File: src/rtl/systolic_pkg.sv
// Shared types and sizing helpers for the systolic array sequencer.
package systolic_pkg;

    typedef enum logic [2:0] {
        IDLE,
        FEED,
        FLUSH,
        DRAIN,
        DONE
    } state_e;

    function automatic int max_lanes(input int rows, input int cols);
        return (rows > cols) ? rows : cols;
    endfunction

    function automatic int kl_width(input int k_max);
        return $clog2(k_max + 1);
    endfunction

    function automatic int t_width(input int k_max, input int rows, input int cols);
        return $clog2(k_max + max_lanes(rows, cols));
    endfunction

    // Last FEED step index (F-1) for a non-zero inner dimension k.
    function automatic int feed_last(input int k, input int lanes);
        return k + lanes - 2;
    endfunction

endpackage

File: src/rtl/systolic_seq_ctrl_if.sv
// Scheduler/buffer-side signal bundle of the systolic array sequencer.
interface systolic_seq_ctrl_if
    import systolic_pkg::*;
#(
    parameter int ROWS   = 4,
    parameter int COLS   = 4,
    parameter int K_MAX  = 256,
    parameter int ADDR_W = 8
);
    localparam int KL_W = kl_width(K_MAX);
    localparam int RS_W = (ROWS > 1) ? $clog2(ROWS) : 1;

    logic                         start;
    logic [KL_W-1:0]              k_len;
    logic                         stall;
    logic                         busy;
    logic                         done;
    logic [ROWS-1:0]              a_rd_en;
    logic [ROWS-1:0][ADDR_W-1:0]  a_rd_addr;
    logic [COLS-1:0]              b_rd_en;
    logic [COLS-1:0][ADDR_W-1:0]  b_rd_addr;
    logic                         c_cap_en;
    logic [RS_W-1:0]              c_row_sel;

    modport master (
        output start, k_len, stall,
        input  busy, done, a_rd_en, a_rd_addr, b_rd_en, b_rd_addr, c_cap_en, c_row_sel
    );

    modport slave (
        input  start, k_len, stall,
        output busy, done, a_rd_en, a_rd_addr, b_rd_en, b_rd_addr, c_cap_en, c_row_sel
    );

endinterface

File: src/rtl/systolic_skew_lane.sv
// One operand lane: lane LANE reads k index t-LANE while LANE <= t < LANE+k_len.
module systolic_skew_lane #(
    parameter int T_W    = 9,
    parameter int KL_W   = 9,
    parameter int ADDR_W = 8,
    parameter int LANE   = 0
) (
    input  logic [T_W-1:0]    t,
    input  logic [KL_W-1:0]   k_len,
    input  logic              active,
    output logic              en,
    output logic [ADDR_W-1:0] addr
);
    localparam logic [T_W:0] LO = (T_W+1)'(LANE);

    logic [T_W:0] t_x;
    logic [T_W:0] hi;

    assign t_x  = {1'b0, t};
    assign hi   = LO + (T_W+1)'(k_len);
    assign en   = active && (t_x >= LO) && (t_x < hi);
    assign addr = en ? ADDR_W'(t_x - LO) : '0;

endmodule

File: src/rtl/systolic_seq_ctrl.sv
// Tile sequencer: skewed A/B operand issue, pipeline flush, then row-by-row C drain.
module systolic_seq_ctrl
    import systolic_pkg::*;
#(
    parameter int ROWS      = 4,
    parameter int COLS      = 4,
    parameter int K_MAX     = 256,
    parameter int ADDR_W    = 8,
    parameter int FLUSH_CYC = ROWS + COLS
) (
    input  logic clk,
    input  logic rst,
    systolic_seq_ctrl_if.slave bus
);
    localparam int MAXL = max_lanes(ROWS, COLS);
    localparam int T_W  = t_width(K_MAX, ROWS, COLS);
    localparam int KL_W = kl_width(K_MAX);
    localparam int RS_W = (ROWS > 1) ? $clog2(ROWS) : 1;
    localparam int FC_W = (FLUSH_CYC > 1) ? $clog2(FLUSH_CYC) : 1;

    state_e          state, state_nx;
    logic [T_W-1:0]  t, t_nx, f_last;
    logic [FC_W-1:0] fc, fc_nx;
    logic [RS_W-1:0] row, row_nx;
    logic [KL_W-1:0] k, k_nx, k_in;
    logic            zero, zero_nx;
    logic            hold, feed_act;

    logic [ROWS-1:0]             a_en_p0, a_en_p1;
    logic [ROWS-1:0][ADDR_W-1:0] a_lane_addr, a_addr_p0, a_addr_p1;
    logic [COLS-1:0]             b_en_p0, b_en_p1;
    logic [COLS-1:0][ADDR_W-1:0] b_lane_addr, b_addr_p0, b_addr_p1;
    logic                        cap_p0, cap_p1, busy_p0, busy_p1, done_p0, done_p1;
    logic [RS_W-1:0]             rsel_p0, rsel_p1;

    assign k_in   = (bus.k_len > KL_W'(K_MAX)) ? KL_W'(K_MAX) : bus.k_len;
    assign f_last = T_W'(feed_last(int'(k), MAXL));

    always_comb begin
        state_nx = state;
        t_nx     = t;
        fc_nx    = fc;
        row_nx   = row;
        k_nx     = k;
        zero_nx  = zero;
        hold     = 1'b0;
        case (state)
            IDLE: begin
                if (bus.start) begin
                    k_nx     = k_in;
                    t_nx     = '0;
                    fc_nx    = '0;
                    row_nx   = '0;
                    zero_nx  = (k_in == '0);
                    state_nx = (k_in == '0) ? DONE : FEED;
                end
            end
            FEED: begin
                if (bus.stall)        hold = 1'b1;
                else if (t == f_last) state_nx = FLUSH;
                else                  t_nx = t + T_W'(1);
            end
            FLUSH: begin
                if (bus.stall)                           hold = 1'b1;
                else if (fc == FC_W'(FLUSH_CYC - 1))     state_nx = DRAIN;
                else                                     fc_nx = fc + FC_W'(1);
            end
            DRAIN: begin
                if (bus.stall)                      hold = 1'b1;
                else if (row == RS_W'(ROWS - 1))    state_nx = DONE;
                else                                row_nx = row + RS_W'(1);
            end
            DONE: begin
                // A zero-length tile spends one extra cycle here so its pulse lands one cycle later.
                if (zero) zero_nx  = 1'b0;
                else      state_nx = IDLE;
            end
            default: state_nx = IDLE;
        endcase
    end

    // Stage p0: output values for the step being entered
    assign feed_act = (state_nx == FEED) && !hold;

    for (genvar r = 0; r < ROWS; r++) begin : g_row
        systolic_skew_lane #(.T_W(T_W), .KL_W(KL_W), .ADDR_W(ADDR_W), .LANE(r)) u_lane (
            .t(t_nx), .k_len(k_nx), .active(feed_act), .en(a_en_p0[r]), .addr(a_lane_addr[r])
        );
    end

    for (genvar c = 0; c < COLS; c++) begin : g_col
        systolic_skew_lane #(.T_W(T_W), .KL_W(KL_W), .ADDR_W(ADDR_W), .LANE(c)) u_lane (
            .t(t_nx), .k_len(k_nx), .active(feed_act), .en(b_en_p0[c]), .addr(b_lane_addr[c])
        );
    end

    always_comb begin
        a_addr_p0 = hold ? a_addr_p1 : a_lane_addr;
        b_addr_p0 = hold ? b_addr_p1 : b_lane_addr;
        cap_p0    = (state_nx == DRAIN) && !hold;
        rsel_p0   = hold ? rsel_p1 : ((state_nx == DRAIN) ? row_nx : '0);
        busy_p0   = (state_nx == FEED) || (state_nx == FLUSH) || (state_nx == DRAIN) ||
                    ((state_nx == DONE) && zero_nx);
        done_p0   = (state_nx == DONE) && !zero_nx;
    end

    // Stage p1: registered state and outputs
    always_ff @(posedge clk) begin
        if (rst) begin
            state     <= IDLE;
            t         <= '0;
            fc        <= '0;
            row       <= '0;
            k         <= '0;
            zero      <= 1'b0;
            a_en_p1   <= '0;
            a_addr_p1 <= '0;
            b_en_p1   <= '0;
            b_addr_p1 <= '0;
            cap_p1    <= 1'b0;
            rsel_p1   <= '0;
            busy_p1   <= 1'b0;
            done_p1   <= 1'b0;
        end else begin
            state     <= state_nx;
            t         <= t_nx;
            fc        <= fc_nx;
            row       <= row_nx;
            k         <= k_nx;
            zero      <= zero_nx;
            a_en_p1   <= a_en_p0;
            a_addr_p1 <= a_addr_p0;
            b_en_p1   <= b_en_p0;
            b_addr_p1 <= b_addr_p0;
            cap_p1    <= cap_p0;
            rsel_p1   <= rsel_p0;
            busy_p1   <= busy_p0;
            done_p1   <= done_p0;
        end
    end

    assign bus.a_rd_en   = a_en_p1;
    assign bus.a_rd_addr = a_addr_p1;
    assign bus.b_rd_en   = b_en_p1;
    assign bus.b_rd_addr = b_addr_p1;
    assign bus.c_cap_en  = cap_p1;
    assign bus.c_row_sel = rsel_p1;
    assign bus.busy      = busy_p1;
    assign bus.done      = done_p1;

endmodule

File: src/flat_wrapper.sv
// flat-port wrapper written by rule: the top's interface ports become plain ports
module systolic_seq_ctrl_flat import systolic_pkg::*;
#(
    parameter int ROWS      = 4,
    parameter int COLS      = 4,
    parameter int K_MAX     = 256,
    parameter int ADDR_W    = 8,
    parameter int FLUSH_CYC = ROWS + COLS
)
  (clk, rst, bus_start, bus_k_len, bus_stall, bus_busy, bus_done, bus_a_rd_en, bus_a_rd_addr, bus_b_rd_en, bus_b_rd_addr, bus_c_cap_en, bus_c_row_sel);
  systolic_seq_ctrl_if #(.ROWS(ROWS), .COLS(COLS), .K_MAX(K_MAX), .ADDR_W(ADDR_W)) bus_i ();
  input  logic clk;
  input  logic rst;
  input wire logic [$bits(bus_i.start)-1:0] bus_start;
  input wire logic [$bits(bus_i.k_len)-1:0] bus_k_len;
  input wire logic [$bits(bus_i.stall)-1:0] bus_stall;
  output wire logic [$bits(bus_i.busy)-1:0] bus_busy;
  output wire logic [$bits(bus_i.done)-1:0] bus_done;
  output wire logic [$bits(bus_i.a_rd_en)-1:0] bus_a_rd_en;
  output wire logic [$bits(bus_i.a_rd_addr)-1:0] bus_a_rd_addr;
  output wire logic [$bits(bus_i.b_rd_en)-1:0] bus_b_rd_en;
  output wire logic [$bits(bus_i.b_rd_addr)-1:0] bus_b_rd_addr;
  output wire logic [$bits(bus_i.c_cap_en)-1:0] bus_c_cap_en;
  output wire logic [$bits(bus_i.c_row_sel)-1:0] bus_c_row_sel;
  assign bus_i.start = bus_start;
  assign bus_i.k_len = bus_k_len;
  assign bus_i.stall = bus_stall;
  assign bus_busy = bus_i.busy;
  assign bus_done = bus_i.done;
  assign bus_a_rd_en = bus_i.a_rd_en;
  assign bus_a_rd_addr = bus_i.a_rd_addr;
  assign bus_b_rd_en = bus_i.b_rd_en;
  assign bus_b_rd_addr = bus_i.b_rd_addr;
  assign bus_c_cap_en = bus_i.c_cap_en;
  assign bus_c_row_sel = bus_i.c_row_sel;
  systolic_seq_ctrl #(.ROWS(ROWS), .COLS(COLS), .K_MAX(K_MAX), .ADDR_W(ADDR_W), .FLUSH_CYC(FLUSH_CYC)) u_core (.clk(clk), .rst(rst), .bus(bus_i));
endmodule
File: config.mk
export PLATFORM = sky130hd
export DESIGN_NAME = systolic_seq_ctrl_flat
export DESIGN_NICKNAME = d
export VERILOG_FILES = /design/src/rtl/systolic_pkg.sv /design/src/rtl/systolic_seq_ctrl_if.sv /design/src/rtl/systolic_skew_lane.sv /design/src/rtl/systolic_seq_ctrl.sv /design/src/flat_wrapper.sv
export SDC_FILE = /design/constraint.sdc
export NUM_CORES = 1
export LEC_CHECK = 0
export ABC_AREA = 1
export CORE_MARGIN = 3
export CORE_UTILIZATION = 39
export DETAILED_ROUTE_END_ITERATION = 6
export MAX_ROUTING_LAYER = met4
export PLACE_DENSITY = 0.6
export SLEW_MARGIN = 10
export SYNTH_ARGS = -nofsm -noshare
export SYNTH_HDL_FRONTEND = slang
export SYNTH_HIERARCHICAL = 1
export SYNTH_SLANG_ARGS = --single-unit
File: constraint.sdc
create_clock -name clk -period 6.06 [get_ports clk]
set_clock_uncertainty 0.2 [all_clocks]
set_input_delay 1.212 -clock clk [delete_from_list [all_inputs] [get_ports clk]]
set_output_delay 1.212 -clock clk [all_outputs]
set_load 0.03 [all_outputs]
-- Word-level counts from Yosys, hierarchy flattened
Index checks and enable logic that the tools add are counted.
- add/subtract/negate cells: 11
- magnitude comparators: 9
- equality and inequality tests: 14
- mux-type cells: 34
- reductions and logical operators: 22
- operators with widths (kind ; count):
    $mux W9 ; 6
    $mux W3 ; 12
    $mux W8 ; 4
    $lt A9 B10 Y1 ; 3
    $add A2 B9 Y10 const A ; 2
    $ge A9 B1 Y1 const B ; 2
    $ge A9 B2 Y1 const B ; 2
    $pmux W9 S2 ; 1
    $sub A8 B2 Y8 const B ; 2
    $pmux W3 S5 ; 1
    $eq A3 B2 Y1 const B ; 4
    $logic_and A1 B1 Y1 ; 12
    $add A1 B9 Y10 const A ; 1
    $add A9 B1 Y9 const B ; 1
    $add A9 B3 Y9 const B ; 1
    $eq A3 B3 Y1 const B ; 3
    $eq A9 B9 Y1 ; 1
    $gt A9 B9 Y1 const B ; 1
    $logic_not A9 Y1 ; 1
    $lt A9 B9 Y1 ; 1
    $sub A9 B3 Y9 const B ; 1
    $mux W2 ; 4
    $sub A8 B1 Y8 const B ; 1
    $eq A3 B1 Y1 const B ; 2
    other kinds (14) ; 21
- flip-flop bits (word level): 68
- input port bits: 13
- output and inout port bits: 77
- word-level logic and storage cells: 105

-- Logic depth before layout (Yosys ltp)
Gate-level depths: netlist of the first run.
- depth in word-level cells: 11
- gate-level depth with buffers: 27
- mapped depth without buffers: 27

-- Hierarchy
The synthesis of the first run kept the hierarchy.
- modules (own cells, without submodules) (module ; instances ; cells an instance ; area each (µm²) ; sequential area each (µm²)):
    systolic_seq_ctrl ; 1 ; 622 ; 4480.5 ; 2082.0
    systolic_skew_lane at u_core.g_col[3].u_lane ... ; 2 ; 96 ; 589.3 ; 0.0
    systolic_skew_lane at u_core.g_col[1].u_lane ... ; 2 ; 96 ; 581.8 ; 0.0
    systolic_skew_lane at u_core.g_col[2].u_lane ... ; 2 ; 89 ; 554.3 ; 0.0
    systolic_skew_lane at u_core.g_col[0].u_lane ... ; 2 ; 56 ; 309.0 ; 0.0

-- Worst setup path after synthesis of the first run
No wires, ideal clock.
- kind: in2reg
- start point: in bus_start
- end point: reg u_core.b_addr_p1 (netlist bit u_core/bus.b_rd_addr[24])
- library setup time: 65 ps
- data arrival time: 4456 ps
- required time: 5795 ps
- path slack: 1339 ps
- stages on the path: 19
- path buffers: 0
- cell sequence: inv_1 > nor2_4 > inv_2 > nand2_1 > inv_1 > a21oi_1 > nand2_2 > nor3_1 > nand2_1 > xor2_1 > ha_1 > a21o_1 > nand3_1 > nand2_2 > nor2_4 > nand3_4 > nor2_2 > o21ai_0 > nor2_1
- RTL lines (item ; line ; text):
    start, declared ; flat_wrapper.sv:14 ; input wire logic [$bits(bus_i.start)-1:0] bus_start;
    end signal, assigned ; systolic_seq_ctrl.sv:134 ; b_addr_p1 <= b_addr_p0;
    end, declared ; systolic_seq_ctrl.sv:32 ; logic [COLS-1:0][ADDR_W-1:0] b_lane_addr, b_addr_p0, b_addr_p1;

==> results of run 1 <==
-- cell type report --
cell class                      instances  share of cell area [%]
Multi-Input combinational cell        971                   55.68
Inverter                              193                   7.171
Tap cell                              275                   3.400
Clock inverter                          6                  0.6677
Clock buffer                            9                   2.226
Sequential cell                       104                   20.57
Timing Repair Buffer                  109                   10.29
-- worst paths after layout --
kind	start	to	slack, ps
hold / removal	u_core/bus.c_row_sel[1]	u_core/bus.c_row_sel[1]	280
setup reg to reg	u_core/state[1]	u_core/bus.a_rd_addr[24]	1700
setup / recovery	bus_k_len[4]	u_core/bus.a_rd_addr[24]	1040
hold reg to reg	u_core/bus.c_row_sel[1]	u_core/bus.c_row_sel[1]	280
-- critical path: stages --
cell             delay, ps
clkdlybuf4s50_1        450
or2_2                  310
nor3_1                 140
nand2_1                 70
nand2_1                140
nand3_1                120
nand2_1                550
inv_1                  100
ha_1                   220
nor2_1                 140
inv_1                   70
nor2_1                 150
nand2_1                 80
xor2_1                 170
ha_1                   300
nand2_1                 50
inv_1                   50
nand3_1                 90
nor2_1                 180
nor2_4                  50
nand3_4                140
nor2_2                  40
o21ai_0                180
nor2_1                  50
-- registers in the layout, indices dropped and copies added, names as in the netlist --
signal	count
u_core/bus.a_rd_addr	32
u_core/bus.a_rd_en	4
u_core/bus.b_rd_addr	32
u_core/bus.b_rd_en	4
u_core/bus.busy	1
u_core/bus.c_cap_en	1
u_core/bus.c_row_sel	2
u_core/bus.done	1
u_core/fc	3
u_core/k	9
u_core/row	2
u_core/state	3
u_core/t	9
u_core/zero	1
-- routing by layer --
| layer | vias up | GRT usage (%) | part of all wire, % |
|---|---|---|---|
| met5 | - | - | 0 |
| met4 | 0 | 4.373 | 1.0 |
| met3 | 15 | 2.111 | 3.9 |
| met2 | 135 | 31.14 | 46 |
| met1 | 3613 | 26.35 | 49 |
| li1 | 4242 | - | - |
-- cell usage in the layout, fill, tap and decap left out, drive strengths merged, types with 20 or more instances in the layout --
master	instances
a21oi	37
buf	20
clkdlybuf4s50	89
dfxtp	104
ha	82
inv	192
nand2	263
nand3	66
nor2	312
o21ai	80
xnor2	24
xor2	45
-- power breakdown --
group          internal, mW  switching (mW)  total (mW)
clock                 0.321           0.270       0.591
sequential            0.717          0.0210       0.738
combinational         0.180           0.322       0.502
total                  1.22           0.613        1.83
-- cells by family (layout without fill, tap and decap cells) --
group,count (synthesis),in the layout,share of synthesized area (%)
adder cells (fa/ha/maj),82,82,12.00
flip-flops,104,104,24.35
AO/OA/AOI/OAI,131,131,8.239
buffers and inverters,221,317,9.864
XOR/XNOR,70,70,7.332
AND/OR/NAND/NOR,688,688,38.21
==> results.toml, run 1 <==
[run_status]
status = "finished clean"

[finish]
seqCellArea_um2 = 2082
num-fill-cells = 2190
drive_gt1_share_pct = 13.86
post-route-util_pct = 47.54
finalNetCount = 1483
finish.instance_area_um2 = 10120
final_cells = 1667
diodes = 0
area_growth_pct = 18.37
multiInputGateArea_um2 = 5634

[yosys]
synth.avg_cell_area_um2 = 6.597
yosys.area.top_type = "dfxtp_1"
synth_most_common_cell = "nand2_1"
synth_common_cells = "nand2_1, nor2_1, inv_1"
synth_edf_count = 0
syn_inst = 1296
synth_nets = 1391
ys_warn_count = 6
synth_cell_types = 43
async_flop_share_pct = 0
yosys.area.top_type_share_pct = 24.35
netlist_area_um2 = 8549
yosysSeqAreaShare_pct = 24.35
synth.area.top_cells = "dfxtp_1, ha_1, nand2_1"
yosys_most_used_dff = "dfxtp_1"
synth_seq_cells = 104

[die]
fp.dieW_um = 154.1
die_y_um = 154.1
ios = 90
num_rows = 53
initial_utilization_pct = 40.16
core_um2 = 21290
dieArea_um2 = 23730

[grt]
grt_pass1_wl_mm = 37.33
grt_use_total_pct = 19.37
grt_max_degree = 68
grt_pass1_vias = 7472
grt_overflow_total = 0
antenna_found_initial = 0

[sta]
final_hold_viol_count = 0
max_slew.worst_pin.slew_ps = 1146
setup_viol = 0
finalSetupTns_ps = 0
whs_ps = 279.2
rsz0062_at_grt = "false"
worst_slack_ps = 1036
slew_headroom_pct = 23.63
fmax_mhz = 199.0
finalCritPeriodShare_pct = 82.90
min_period_ps = 5024
slew_violations = 0

[clock_tree]
ctsHoldBuffers = 0
post-cts-setup-buffer-count = 0
insertion_delay_ps = 350
cts_resized = 0
cts_num_sinks = 104
root_buffer = "clkbuf_16"
ctsHtreeMaxLevel = 3
clk_path_buf_depth = 2
numCtsBuffers = 9
cts_tree = "yes"
clk_pin_slew_ps = 70

[routing]
drt_first_pass_iters = 5
via_per_inst = 4.802
drt-initial-drc-count = 397
drc = 0
finalWirelength_mm = 21.82
num_vias = 8005
routedWlPerCell_um = 13.09
postRouteAntennaNets = 0

[placement]
gp_congestion = 0.8635
place_area_um2 = 9827
port_buffers = 89
post-place-ws_ps = 652.6
dp_hpwl_mm = 15.99
dp_cells = 1652

[critical_path]
worst_ep_arrival_time_ps = 5070
worstSetupStartpointType = "primary input"
worst-path-max-fanout = 18
path_class = "in2reg"
required_ps = 6110
crit_path_end_kind = "register"
r2r_cells = 22

[min_path]
holdPathStages = 2
hold_class = "reg2reg"

[power]
total_power_mw = 1.831
p_per_area_nw_per_um2 = 180.9
p_leak_nw = 4.859
ir_drop_mv = 0.1479

[flow_run]
drv_cap = 0
No activity file was read; power rests on OpenSTA's default activity.
==> inputs of run 2 (changes only) <==
--- a/config.mk
+++ b/config.mk
@@ -10,7 +10,7 @@
 export CORE_UTILIZATION = 39
 export DETAILED_ROUTE_END_ITERATION = 6
 export MAX_ROUTING_LAYER = met4
-export PLACE_DENSITY = 0.6
+export PLACE_DENSITY = 0.62
 export SLEW_MARGIN = 10
 export SYNTH_ARGS = -nofsm -noshare
 export SYNTH_HDL_FRONTEND = slang
==> constraint.sdc (replaced) <==
create_clock -name clk -period 4.4 [get_ports clk]
set_clock_uncertainty 0.2 [all_clocks]
set_input_delay 0.88 -clock clk [delete_from_list [all_inputs] [get_ports clk]]
set_output_delay 0.88 -clock clk [all_outputs]
set_load 0.03 [all_outputs]
==> results.toml, run 2 (synthesis gave the netlist of run 1 again) <==
[grt]
grt_overflow_total = 0
grt_pass1_wl_mm = 38.21
grt_max_degree = 67
grt_pass1_vias = 7751
antenna_found_initial = 0
grt_use_total_pct = 19.82

[sta]
finalCritPeriodShare_pct = 93.20
worst_slack_ps = 299.0
fmax_mhz = 243.8
slew_violations = 0
slew_headroom_pct = 42.41
setup_viol = 0
min_period_ps = 4101
final_hold_viol_count = 0
max_slew.worst_pin.slew_ps = 863.0

[critical_path]
critPathTopFamily = "simple AND/OR/NAND/NOR gates"
path_cells = "clkdlybuf4s50_1, or2_2, nor3_1, nand2_1, nand2_1, nand3_1, nand2_2, inv_1, ha_1, nor2_1, inv_1, nor2_1, nand3_1, xor2_1, ha_1, nand3_1, nand2_2, nor2_4, nand3_2, nor2_2, o21ai_0, nor2_1"
worstSetupStartpointType = "primary input"
crit_path_end_kind = "register"
crit_buf_inv = 3
path_class = "in2reg"
critical-path-max-stage-delay_ps = 410
required_ps = 4490
worst_ep_arrival_time_ps = 4190
cpMaxStageDelayCell = "clkdlybuf4s50_1"
worst-path-max-fanout = 5
r2r_slack_ps = 600

[placement]
dp_cells = 1718
gp_congestion = 0.8401
post-place-ws_ps = -154.9
dp_hpwl_mm = 16.92
port_buffers = 89

[clock_tree]
ctsHtreeMaxLevel = 3
post-cts-setup-buffer-count = 0
root_buffer = "clkbuf_16"
clk_pin_slew_ps = 70
cts_tree = "yes"
insertion_delay_ps = 350
clk_path_buf_depth = 2
ctsHoldBuffers = 0
numCtsBuffers = 9
cts_num_sinks = 104

[routing]
num_vias = 8280
finalWirelength_mm = 22.88
via_per_inst = 4.770
routedWlPerCell_um = 13.18
drt_first_pass_iters = 5
drt-initial-drc-count = 362
postRouteAntennaNets = 0
drc = 0

[die]
core_um2 = 21290
ios = 90
initial_utilization_pct = 40.16
dieArea_um2 = 23730
num_rows = 53
die_y_um = 154.1
fp.dieW_um = 154.1

[finish]
final_common_cell = "nand2_1"
finalNetCount = 1551
layout_common_cells = "nand2_1, nor2_1, inv_1"
final_cells = 1736
drive_gt1_share_pct = 18.69
post-route-util_pct = 50.86
num-fill-cells = 2130
area_growth_pct = 26.62
diodes = 0

[flow_run]
drv_cap = 0

[power]
p_leak_nw = 5.237
ir_drop_mv = 0.1629
p_per_area_nw_per_um2 = 241.8

[run_status]
status = "finished clean"

[min_path]
hold_class = "reg2reg"
## run 2: final timing paths
path | from | end | cells after the start
setup reg to reg | u_core/k[1] | u_core/bus.b_rd_addr[8] | 25
setup / recovery | bus_k_len[4] | u_core/bus.b_rd_addr[26] | 22
hold reg to reg | u_core/bus.c_row_sel[1] | u_core/bus.c_row_sel[1] | 2
hold / removal | u_core/bus.c_row_sel[1] | u_core/bus.c_row_sel[1] | 2
## run 2: through the flow
step                      hold WS, ps  total power, mW  area [um2]  setup TNS [ps]
final                           270.9            2.617       10830               0
after global routing            291.0            2.773       10830          -9.852
after CTS                       277.6            2.638       10780               0
after detailed placement        265.8            1.802       10470           -3592
after global placement          264.8            1.792       10470          -510.5
after floorplan                 255.5            1.521        8549               0
## run 2: final cells by class
| class | instances | area (um2) | share of cell area [%] |
|---|---|---|---|
| multi-input combinational | 973 | 5684 | 52.51 |
| sequential | 104 | 2082 | 19.23 |
| timing repair buffer | 175 | 1687 | 15.58 |
| inverter | 193 | 725.7 | 6.704 |
| tap | 275 | 344.1 | 3.178 |
| clock buffer | 9 | 225.2 | 2.080 |
| clock inverter | 7 | 77.57 | 0.7166 |
## run 2: worst reg2reg max path, cell delays in order, from the launching register on
cell     delay (ps)
dfxtp_1         450
ha_1            290
nand2_1          70
nand2_1          50
nor2_1          100
nand3_1         130
nor2_2          170
nand3_4         140
nand2_4         140
inv_2            60
nand4_1          60
nand2_1         100
inv_1           370
buf_4           300
ha_1            270
nand2_1          60
nand2_1          50
nand2_1          50
nand2_1          50
nand2_1          70
inv_2            50
nor2_4           90
nand2_4         110
nor2_2          100
o21ai_0          90
nor2_1          120
## run 2: repair_timing
item | 4_1_cts | 5_1_grt
endpoints found under the hold margin | 0 | 0
setup endpoints to repair | 0 | 39
resized for setup | 0 | 13
## run 2: metal layers
layer	global-route usage (%)	part of all wire [%]
met4	3.869	1.1
met3	1.970	3.4
met5	-	0
met2	33.24	48
met1	26.17	48
## run 2: power breakdown
| part | switching (mW) | leakage, nW | total [mW] | internal, mW |
|---|---|---|---|---|
| Combinational | 0.467 | 4.24 | 0.770 | 0.303 |
| Sequential | 0.0288 | 0.846 | 1.02 | 0.988 |
| Clock | 0.383 | 0.152 | 0.831 | 0.448 |
==> inputs of run 3 (changes only) <==
--- a/config.mk
+++ b/config.mk
@@ -7,10 +7,11 @@
 export LEC_CHECK = 0
 export ABC_AREA = 1
 export CORE_MARGIN = 3
-export CORE_UTILIZATION = 39
+export CORE_UTILIZATION = 35
 export DETAILED_ROUTE_END_ITERATION = 6
 export MAX_ROUTING_LAYER = met4
-export PLACE_DENSITY = 0.62
+export PLACE_DENSITY = 0.57
+export REMOVE_ABC_BUFFERS = 1
 export SLEW_MARGIN = 10
 export SYNTH_ARGS = -nofsm -noshare
 export SYNTH_HDL_FRONTEND = slang
==> results.toml, run 3 (synthesis gave the netlist of run 1 again) <==
[routing]
routedWlPerCell_um = 13.05
num_vias = 8145
drt_first_pass_iters = 5
drc = 0
postRouteAntennaNets = 0
via_per_inst = 4.638
drt-initial-drc-count = 350
finalWirelength_mm = 22.92

[finish]
post-route-util_pct = 45.07
layout_common_cells = "nand2_1, nor2_1, inv_1"
drive_gt1_share_pct = 17.40
final_common_cell = "nand2_1"
diodes = 0
finalNetCount = 1527
area_growth_pct = 25.22

[sta]
finalSetupTns_ps = 0
slew_headroom_pct = 47.51
worst_slack_ps = 330.0
min_period_ps = 4070
setup_viol = 0
slew_violations = 0
final_hold_viol_count = 0
finalCritPeriodShare_pct = 92.50
fmax_mhz = 245.7
max_slew.worst_pin.slew_ps = 786.5
rsz0062_at_grt = "false"

[grt]
grt_use_total_pct = 18.12
grt_pass1_wl_mm = 38.21
busiest_layer = "met2"
use_met2_pct = 30.99
use_met3_pct = 2.499
grt_overflow_total = 0
grt_max_degree = 71
antenna_found_initial = 0
grt_pass1_vias = 7752
met1_usage_pct = 22.85

[power]
ir_drop_mv = 0.1340
p_leak_nw = 5.110
p_per_area_nw_per_um2 = 242.2

[clock_tree]
numCtsBuffers = 9
insertion_delay_ps = 350
ctsHtreeMaxLevel = 3
clk_pin_slew_ps = 80
cts_num_sinks = 104
clk_path_buf_depth = 2
root_buffer = "clkbuf_16"
cts_tree = "yes"

[min_path]
hold_path_startpoint = "u_core/bus.a_rd_addr[4]"
hold_class = "reg2reg"

[die]
core_um2 = 23750
fp.dieW_um = 162.3
die_y_um = 162.3
ios = 90
initial_utilization_pct = 35.99
num_rows = 56
dieArea_um2 = 26340

[critical_path]
crit_path_end_kind = "register"
worst-path-max-fanout = 12
worstSetupStartpointType = "primary input"
worst_ep_arrival_time_ps = 4130
required_ps = 4460
r2r_start = "u_core/k[1]"
crit_start = "bus_k_len[4]"
path_class = "in2reg"

[placement]
port_buffers = 89
dp_hpwl_mm = 16.33
post-place-ws_ps = -166.2
gp_congestion = 0.8589

[flow_run]
drv_cap = 0

[run_status]
status = "finished clean"
-- run 3: cell types whose count changed in the layout (fill, tap and decap cells not counted), sizes merged --
cell | before | now
clkbuf | 9 | 11
inv | 192 | 191
clkinv | 7 | 4
nand3 | 67 | 68
buf | 86 | 62
nand2 | 264 | 263
clkinvlp | 0 | 2
-- run 3: metal layers --
layer / vias up / share of wire [%]
li1: 4334 / -
met1: 3675 / 48
met2: 108 / 48
met3: 28 / 2.8
met4: 0 / 1.4
met5: - / 0
-- run 3: power by group --
part           total, mW  internal [mW]  leakage [nW]  switching, mW
registers           1.02          0.988         0.846         0.0281
clock network      0.828          0.448         0.138          0.381
logic              0.748          0.285          4.13          0.463
total               2.59           1.72          5.11          0.872
-- run 3: critical path, stage by stage --
cell	delay, ps
clkdlybuf4s50_1	410
or2_2	300
nor3_2	100
nand2_1	80
nand2_2	100
buf_4	120
nand3_1	110
nand2_2	120
buf_12	140
buf_4	130
nand4_1	120
inv_1	110
nand4_1	100
xor2_1	160
ha_1	280
nand2_1	50
or2_2	330
nand3_4	160
nor2_2	40
o21ai_0	190
nor2_1	70
-- run 3: per-stage QoR --
stage               hold slack [ps]  power [mW]  area [um2]  instances
global placement              265.0       1.777       10330       1738
CTS                           286.6       2.624       10630       1754
finish                        279.1       2.592       10710       1756
floorplan                     252.4       1.511        8432       1268
detailed placement            270.1       1.784       10330       1738
global route                  306.9       2.751       10710       1756
-- run 3: final timing paths --
| check | slack [ps] | end | depth (start not counted) |
|---|---|---|---|
| max | 330 | u_core/bus.a_rd_addr[19] | 21 |
| min | 280 | u_core/bus.a_rd_addr[4] | 2 |
| max reg2reg | 550 | u_core/bus.b_rd_addr[31] | 22 |
| min reg2reg | 280 | u_core/bus.a_rd_addr[4] | 2 |
-- run 3: layout make-up --
class                           count  area, um2
Clock inverter                      5      65.06
Timing Repair Buffer              151       1498
Clock buffer                       11      232.7
Fill cell                        2461      13050
Tap cell                          319      399.1
Inverter                          193      725.7
Multi-Input combinational cell    973       5703
Sequential cell                   104       2082
-- run 3: what timing repair did --
| action | in CTS | in global routing |
|---|---|---|
| resized for setup | 0 | 17 |
| endpoints found under the setup margin | 0 | 50 |
| buffers inserted | 0 | 0 |
| hold buffers | 0 | 0 |
